`src/rtl/mem_access_arbiter.sv`:
```
// Fixed-priority sequencer for the shared memory address port (exc > data > fetch).
// Holds IorD/MemWR/grant for LAT cycles, then gives the winner a one-cycle done pulse.
module mem_access_arbiter #(
    parameter int LAT = 2
) (
    input  logic       clk,
    input  logic       reset,
    input  logic       req_fetch,
    input  logic       req_data,
    input  logic       data_we,
    input  logic       req_exc,
    input  logic       exc_sel,
    output logic [1:0] IorD,
    output logic       MemWR,
    output logic       busy,
    output logic [2:0] grant,
    output logic       done_fetch,
    output logic       done_data,
    output logic       done_exc
);
    typedef enum logic [1:0] {IDLE, ACCESS, DONE} state_t;

    localparam logic [3:0] CNT_LOAD = 4'(LAT - 1);

    state_t     state, state_n;
    logic [3:0] cnt, cnt_n;
    logic [1:0] iord_n;
    logic       we_n;
    logic [2:0] grant_n;
    logic [2:0] done_r, done_n;

    always_ff @(posedge clk or negedge reset) begin
        if (!reset) begin
            state  <= IDLE;
            cnt    <= 4'd0;
            IorD   <= 2'b00;
            MemWR  <= 1'b0;
            grant  <= 3'b000;
            done_r <= 3'b000;
        end else begin
            state  <= state_n;
            cnt    <= cnt_n;
            IorD   <= iord_n;
            MemWR  <= we_n;
            grant  <= grant_n;
            done_r <= done_n;
        end
    end

    always_comb begin
        state_n = state;
        cnt_n   = cnt;
        iord_n  = IorD;
        we_n    = MemWR;
        grant_n = grant;
        done_n  = 3'b000;
        case (state)
            IDLE: begin
                iord_n  = 2'b00;
                we_n    = 1'b0;
                grant_n = 3'b000;
                if (req_exc) begin
                    iord_n  = {1'b1, exc_sel};
                    grant_n = 3'b100;
                end else if (req_data) begin
                    iord_n  = 2'b01;
                    we_n    = data_we;
                    grant_n = 3'b010;
                end else if (req_fetch) begin
                    grant_n = 3'b001;
                end
                if (req_exc || req_data || req_fetch) begin
                    cnt_n   = CNT_LOAD;
                    state_n = ACCESS;
                end
            end
            ACCESS: begin
                // Address and grant stay put; only the latency counter moves.
                if (cnt == 4'd0) begin
                    state_n = DONE;
                    we_n    = 1'b0;
                    done_n  = grant;
                end else begin
                    cnt_n = cnt - 4'd1;
                end
            end
            DONE: begin
                // IorD/grant were held through this cycle so read data can be captured.
                state_n = IDLE;
                iord_n  = 2'b00;
                grant_n = 3'b000;
                cnt_n   = 4'd0;
            end
            default: begin
                state_n = IDLE;
                iord_n  = 2'b00;
                we_n    = 1'b0;
                grant_n = 3'b000;
                cnt_n   = 4'd0;
            end
        endcase
    end

    assign busy = (state != IDLE);
    assign {done_exc, done_data, done_fetch} = done_r;

endmodule
```
`config.mk`:
```
export PLATFORM = sky130hd
export DESIGN_NAME = mem_access_arbiter
export DESIGN_NICKNAME = d
export VERILOG_FILES = /design/src/rtl/mem_access_arbiter.sv
export SDC_FILE = /design/constraint.sdc
export NUM_CORES = 1
export LEC_CHECK = 0
export ABC_CLOCK_PERIOD_IN_PS = 2700
export CAP_MARGIN = 20
export CORE_MARGIN = 1.5
export CORE_UTILIZATION = 50
export DETAILED_ROUTE_END_ITERATION = 8
export HOLD_SLACK_MARGIN = 0.03
export PLACE_DENSITY_LB_ADDON = 0.08
export SYNTH_ARGS = -nofsm -noshare
export SYNTH_HDL_FRONTEND = slang
export SYNTH_SLANG_ARGS = --single-unit
export TNS_END_PERCENT = 30
```
`constraint.sdc`:
```
create_clock -name clk -period 2.7 [get_ports clk]
set_clock_uncertainty 0.15 [all_clocks]
set_input_delay 0.54 -clock clk [delete_from_list [all_inputs] [get_ports clk]]
set_output_delay 0.54 -clock clk [all_outputs]
set_load 0.05 [all_outputs]
```
Word-level counts from Yosys, hierarchy flattened. Cells that the tools add are included.

Bits of input ports: 7. Register bits: 15.

Add/subtract/negate cells: 1. Bitwise operators: 1. Reductions and logical operators: 8. Equality and inequality tests: 5. Multiplexer cells: 19.

Operators with widths (number): 2-to-1 mux 3 bit (3); 2-to-1 mux 2 bit (4); 2-to-1 mux 4 bit (2); one-hot mux 2 bit (2 select lines) (2); one-hot mux 4 bit (2 select lines) (1); inequality test 2 bit, second input constant (3); one-hot mux 3 bit (2 select lines) (1); AND reduction 2 bit (3); 2-to-1 mux 1 bit (5); zero test 4 bit (1); subtractor 4 x 1 -> 4 bit, second input constant (1); one-hot mux 1 bit (3 select lines) (1); equality test 2 x 1 -> 1 bit, second input constant (1); equality test 2 bit, second input constant (1); zero test 2 bit (1); logical OR 1 bit (2); nonzero test 2 bit (1); inverter 1 bit (1).

Longest topological paths before layout.
Depth in word-level cells: 4. Gate-level depth with buffers: 6. Mapped depth without buffers: 5.

Least setup slack after synthesis. OpenSTA, ideal clock, no wires.

Kind: register to output. Start point: register state[1]. End point: output busy. Buffers on the path: 1. Path slack: 1.057 ns. Cell stages (with the launch flop): 3. Arrival: 0.953 ns. Required time: 2.010 ns. Cells stage by stage: dfrtp_1 > buf_2 > or2_2.

Longest elaborated chain between the ends: 1.

RTL lines: start, declared (line 25) `state_t state, state_n;`; start signal, assigned (line 41) `state <= state_n;`; nonzero test 2 bit (line 104) `assign busy = (state != IDLE);`; end, declared (line 15) `output logic busy,`.

No other way between the ends.

Worst setup path after layout.
Start point: register state[0]. End point: output busy.

Same word-level chain as after synthesis.

==> run summary <==
The total leakage power is 0.4212 nW. The reg-to-reg startpoint is cnt[0]. The shortest clock period the worst path allows after layout is 2.528 ns.

The critical register-to-register path endpoint is cnt[2]. The wire length per cell is 13.09 µm. The full die area came out at 1613 µm². The relative max-transition margin came out at 58.37%. The chip width came out at 40.17 µm.

The number of gates resized after cts came out at 0. The maximum number of pins on one net before global-route repair is 15. The largest family of logic cells by synthesized area is simple AND/OR/NAND/NOR gates. The combined area of all synthesized cells came out at 690.7 µm². The global route total overflow is 0.

Prior to clock tree synthesis, the placed netlist has a worst setup slack of 0.4777 ns. The filler cell count came out at 113. Among all flip-flop cells after synthesis, the most frequent one is sky130_fd_sc_hd__dfrtp_1. The xor/xnor share of the synthesized area came out at 0%.

Traced cell by cell, the critical path runs through or2_2 > clkdlybuf4s50_1. The average via count per standard cell came out at 5.552. The placeable core area came out at 1301 µm². For the worst setup path, the data required time is 2.01 ns.

The count of yosys warnings during synthesis is 0. STA classifies the critical path startpoint as a flip-flop. The data arrival at the endpoint of the critical path is 1.84 ns. The startpoint of the worst hold path is grant[1]. The instance count of the mapped netlist is 63. Derived from the worst setup path, the maximum achievable clock frequency is 395.5 MHz. The combined global-route utilization of all metal layers is 19.15%. The worst setup path is captured at an output pin. The biggest cell delay along the critical path is 0.70 ns.

The number of buffers on the longest clock path came out at 2. In the synthesized netlist, mux cells make up 4.348% of the area. Across the VDD grid, the largest voltage drop is 1002 µV.

The area growth from synthesis to layout is 29.35%. The tool flagged a number of max-cap violations equal to 0. The synthesized design contains 0 enable-type register cells. Of all nets on the critical path, the largest fanout is 12. CTS built an H-tree with a depth of 1. The total number of clock tree sinks came out at 14. In this run the post-CTS setup repair buffer count came out at 0. The post-route setup TNS came out at 0 ns. The count of hold-fix buffers inserted at cts is 0. The initial antenna violation count is 0.

The initial utilization of the core area, before any placement, comes to 53.08%. The top cell type by total area after synthesis is sky130_fd_sc_hd__dfrtp_1. By area the synthesized netlist is led by sky130_fd_sc_hd__dfrtp_1, sky130_fd_sc_hd__mux2i_1, sky130_fd_sc_hd__and3_1, sky130_fd_sc_hd__ha_1, sky130_fd_sc_hd__buf_4. The portion of synthesized cell area occupied by the leading cell type came out at 50.72%. The via count of the first global-routing pass is 475. The post-DP HPWL came out at 957.5 µm. The setup slack of the worst register-to-register path is 1.03 ns.

The number of cells on the worst reg-to-reg path is 6. The CTS tree is built. The number of distinct library cell variants in the gate-level netlist after synthesis came out at 27. The number of antenna cells inserted came out at 0. In this run the tool buffered the top-level ports with 16 buffer cells. Synthesis produced a netlist with a net count of 72.

The wire length of the first global-routing pass came out at 1987 µm. The setup slack after layout came out at 0.1717 ns. Summing over every cut layer, the via total after detailed routing is 533. The synthesis-stage register bit count came out at 14. The congestion estimate from routability-driven global placement came to 0.7374. The slowest stage of the critical path is the sky130_fd_sc_hd__clkdlybuf4s50_1 cell. The violation count after the first detailed-route iteration is 15. The floorplan step set the die height to 40.17 µm. The area share of fa/ha/maj cells after synthesis is 3.623%. The transition at the pin with the smallest max-transition slack came out at 0.6224 ns. The final-report hold violation count came out at 0. The floorplan has 13 rows. The final net count came out at 91.

The run finished with clean final reports. The count of nets left with antenna violations once routing finished came out at 0. Yosys instantiated no cell more often than sky130_fd_sc_hd__dfrtp_1. The final period utilization came out at 93.64%. After detailed routing, the total wire length is 1257 µm. The final routed DRC violation total came out at 0. The simple-gate share of the synthesized area came out at 24.46%.

The complex-gate fraction of the synthesized area came out at 11.23%. The final setup violation count is 0. The worst hold path cell count came out at 1. The storage element area is 350.3 µm². The power density of the placed cells is 1266 nW/µm². The clock network latency to the later pin of the worst-skew pair is 0.28 ns. In this run the worst hold path is classified as flip-flop to flip-flop. The multi-input combinational cells in the finished layout cover a total of 301.5 µm². The clock transition at the register clock pins on the worst setup and hold paths after CTS is 0.09 ns.

The worst setup path category is flip-flop to output pin. The cell sitting at the root of the clock tree is a sky130_fd_sc_hd__clkbuf_4. The share of flip-flops with an asynchronous set or reset after synthesis is 100.0%.

Sequential elements use 50.72% of the synthesized area. Averaged over all synthesized cells, the footprint is 10.96 µm². The number of buffers created by CTS is 3. The total count of max-transition violations in the final report is 0.

The share of cells above drive strength 1 came out at 14.81%. The detailed-routing iteration count for the pre-antenna-repair pass came out at 3. The commonest cells after synthesis are sky130_fd_sc_hd__dfrtp_1, sky130_fd_sc_hd__nor2_1, sky130_fd_sc_hd__and3_1, sky130_fd_sc_hd__nor3_1.

The end of the worst hold path is done_r[1]. The I/O pin count came out at 17. Setup repair after global routing left no endpoint under its margin.
[metrics by stage]
stage | total power [mW] | util (%) | instances | area [µm²] | hold WS, ns
4_1_cts | 1.142 | 68.65 | 96 | 893.4 | 0.3993
2_1_floorplan | 0.8173 | - | 63 | 690.7 | 0.09441
6_report | 1.131 | 68.65 | 96 | 893.4 | 0.3918
3_5_place_dp | 0.9873 | 65.87 | 92 | 857.1 | 0.3788
5_1_grt | 1.203 | 68.65 | 96 | 893.4 | 0.4293
3_3_place_gp | 0.9776 | 65.87 | 92 | 857.1 | 0.3801
[routing by layer]
| layer | wire (µm) | global-route usage [%] | part of all wire, % |
|---|---|---|---|
| met5 | 0 | 0 | 0 |
| met4 | 21 | 12.93 | 1.7 |
| met3 | 42 | 5.000 | 3.3 |
| met2 | 581 | 25.81 | 46 |
| met1 | 611 | 26.50 | 49 |
[power breakdown]
part           leakage [nW]  switching [mW]  internal, mW
sequential            0.181          0.0697         0.286
clock                0.0210          0.0690        0.0820
combinational         0.219           0.377         0.247
[worst max path at each step]
| stage | start | endpoint | slack (ns) |
|---|---|---|---|
| after floorplan | state[1] | busy | 1.06 |
| after global placement | state[0] | busy | 0.51 |
| after detailed placement | state[0] | busy | 0.48 |
| after CTS | state[0] | busy | 0.16 |
| after global routing | state[0] | busy | 0.09 |
| final | state[0] | busy | 0.17 |
[registers in the layout (all words and copies together), names as in the netlist]
signal	count
cnt	4
done_r	3
grant	3
state	2
IorD	1
MemWR	1
[logic make-up (layout without fill, tap and decap cells)]
family          count (synthesis)  count (layout)
simple gates                   27              27
flops                          14              14
compound gates                 10              10
buf+inv                         7              25
mux                             3               3
fa+ha+maj                       2               2
[placed cells by master, fill, tap and decap left out, types with 2 or more instances in the layout]
master and instances:
sky130_fd_sc_hd__and3_1 4, sky130_fd_sc_hd__buf_4 2, sky130_fd_sc_hd__nor2_1 5, sky130_fd_sc_hd__nor3_1 4, sky130_fd_sc_hd__clkbuf_4 3, sky130_fd_sc_hd__nor2b_1 3, sky130_fd_sc_hd__mux2i_1 3, sky130_fd_sc_hd__clkdlybuf4s50_1 16
sky130_fd_sc_hd__ha_1 2, sky130_fd_sc_hd__o2bb2ai_1 2, sky130_fd_sc_hd__nor4b_1 2, sky130_fd_sc_hd__a211oi_1 2, sky130_fd_sc_hd__a21oi_1 2, sky130_fd_sc_hd__inv_1 3, sky130_fd_sc_hd__dfrtp_1 14
[final cells by class]
type | instances | area share (%)
Timing Repair Buffer | 18 | 19.61
Clock buffer | 4 | 4.062
Tap cell | 15 | 2.101
Multi-Input combinational cell | 42 | 33.75
Sequential cell | 14 | 39.22
Inverter | 3 | 1.261
[worst max-delay path, delay by kind of cell, from the launching register on]
| family | cells | cell delay (ns) |
|---|---|---|
| buffers and inverters | 1 | 0.70 |
| flip-flops | 1 | 0.51 |
| AND/OR/NAND/NOR | 1 | 0.35 |
Power figures use the tool's default switching activity.
==> RTL edit (config.mk and constraints unchanged) <==
The 3 states of `state_t` get a one-hot encoding in 3 bits.
--- a/src/rtl/mem_access_arbiter.sv
+++ b/src/rtl/mem_access_arbiter.sv
@@ -18,7 +18,7 @@
     output logic       done_data,
     output logic       done_exc
 );
-    typedef enum logic [1:0] {IDLE, ACCESS, DONE} state_t;
+    typedef enum logic [2:0] {IDLE = 3'b001, ACCESS = 3'b010, DONE = 3'b100} state_t;
 
     localparam logic [3:0] CNT_LOAD = 4'(LAT - 1);
 
Function: no difference found for any inputs over 10 cycles, from zero or initial values and one cycle with reset low; not proved beyond that.
==> RTL edit against the original RTL <==
  * Routed wire length is 3.9% higher
  * Worst hold slack worse by 0.034 ns
  * Design area shrank 0.14%
  * Maximum frequency decreased by 2.2%
  * Sequential cell count increased by 1
  * First-iteration DRC count shrank 27%
  * Worst setup slack got worse by 0.057 ns
  * Critical path depth up 1
  * Highest routed layer unchanged
  * Core utilization is 0.94 points lower
  * Combinational power down 15%
  * Synthesized area increased by 2.4%
  * Total power is 11% lower
  * Sequential share of layout area up 3.0 points
==> RTL edit: results (changes against the original RTL) <==
non-filler instance count after layout=95 (-1.0%); total wire length=1310 um (+3.9%); VDD IR-drop max=0.773 mV (-23%); CP delay by family, top=buffers and inverters; pin count of the biggest net entering global routing=16 (+1); fraction of registers with async set or reset after synthesis=1.00 (unchanged); WL met3=56 um (+33%); M2 GR Usage=0.258 (about the same); worst-margin pin slew=0.657 ns (+0.0349 ns); multi-input gates=41 (-2.4%); CP max FO=6 (-6); met1 wire length=616 um (+0.82%); Pleak=0.380 nW (-9.9%); footprint of the multi-input gates=292 sq um (-3.3%); R2R depth=5 (-1); metal2 WL=593 um (+2.1%); Hold Path Depth=2 (+1); Logic inverters=3 (unchanged); syn nets=71 (-1.4%); Setup TNS Final=0 ns (unchanged); DRT iter0 DRCs=11 (-4); Placeable Area=0.00132 sq mm (+1.2%); DP Worst Slack=0.441 ns (-0.0369 ns); vias in the first global route=439 (-7.6%); status=finished clean; Post-DP Area=866 sq um (+1.0%); via count=534 (+0.19%); all-layer global routing usage=0.202 (+0.0103); HPWL Detailed=968 um (+1.1%); layout cells sized above 1=0.113 (-0.0356); CP Data Arrival Time=1.90 ns (+0.06 ns); Synth cell types=29 (+7.4%); clk sink count=15 (+1); clk cell area share=0.0295 (-0.0112); GR Layer Usage met1=0.287 (+0.0217); met3 usage=0.0667 (+0.0167); Pre-antenna DRT Iters=4 (+1); first-pass GRT wire length=2050 um (+3.1%); sequential share of the synthesized area=0.533 (+0.0255); nonclk buf count=17 (-1); Placer Congestion=0.715 (-3.0%); DP Cell Count=91 (-1.1%); Layout non-clock buf frac=0.188 (-0.00814); FF+latch area=377 sq um (+7.5%); synth cell count leaders=14 x dfrtp_1, 4 x a21oi_1; fin nets=89 (-2.2%); # fillers=95 (-16%); PD cells=1120 mW/mm^2 (-11%)
==> RTL edit: cell types whose count changed after synthesis, sizes merged, moves of 3 or more <==
cell    unedited run  this run
and3               4         0
mux2i              3         0
nand3b             0         3
nor2               6         2
nor3               4         1
o21ai              0         3
==> RTL edit: cells by family after synthesis <==
| logic type | share of synthesized area |
|---|---|
| compound gates | 0.177 |
| buf+inv | 0.0549 |
| simple gates | 0.218 |
| flops | 0.533 |
| fa+ha+maj | 0.0177 |
==> RTL edit: path summary, 6_finish.rpt <==
kind,from,to,slack (ns)
max,state[0],busy,0.11
min,IorD[0],IorD[0],0.36
max reg2reg,cnt[0],cnt[0],0.80
min reg2reg,IorD[0],IorD[0],0.36
max in group asynchronous,reset,grant[0],1.47
min in group asynchronous,reset,cnt[3],0.50
==> RTL edit: where the power goes <==
group / internal [mW] / switching (mW)
sequential: 0.289 / 0.0586
combinational: 0.205 / 0.323
clock: 0.0574 / 0.0689
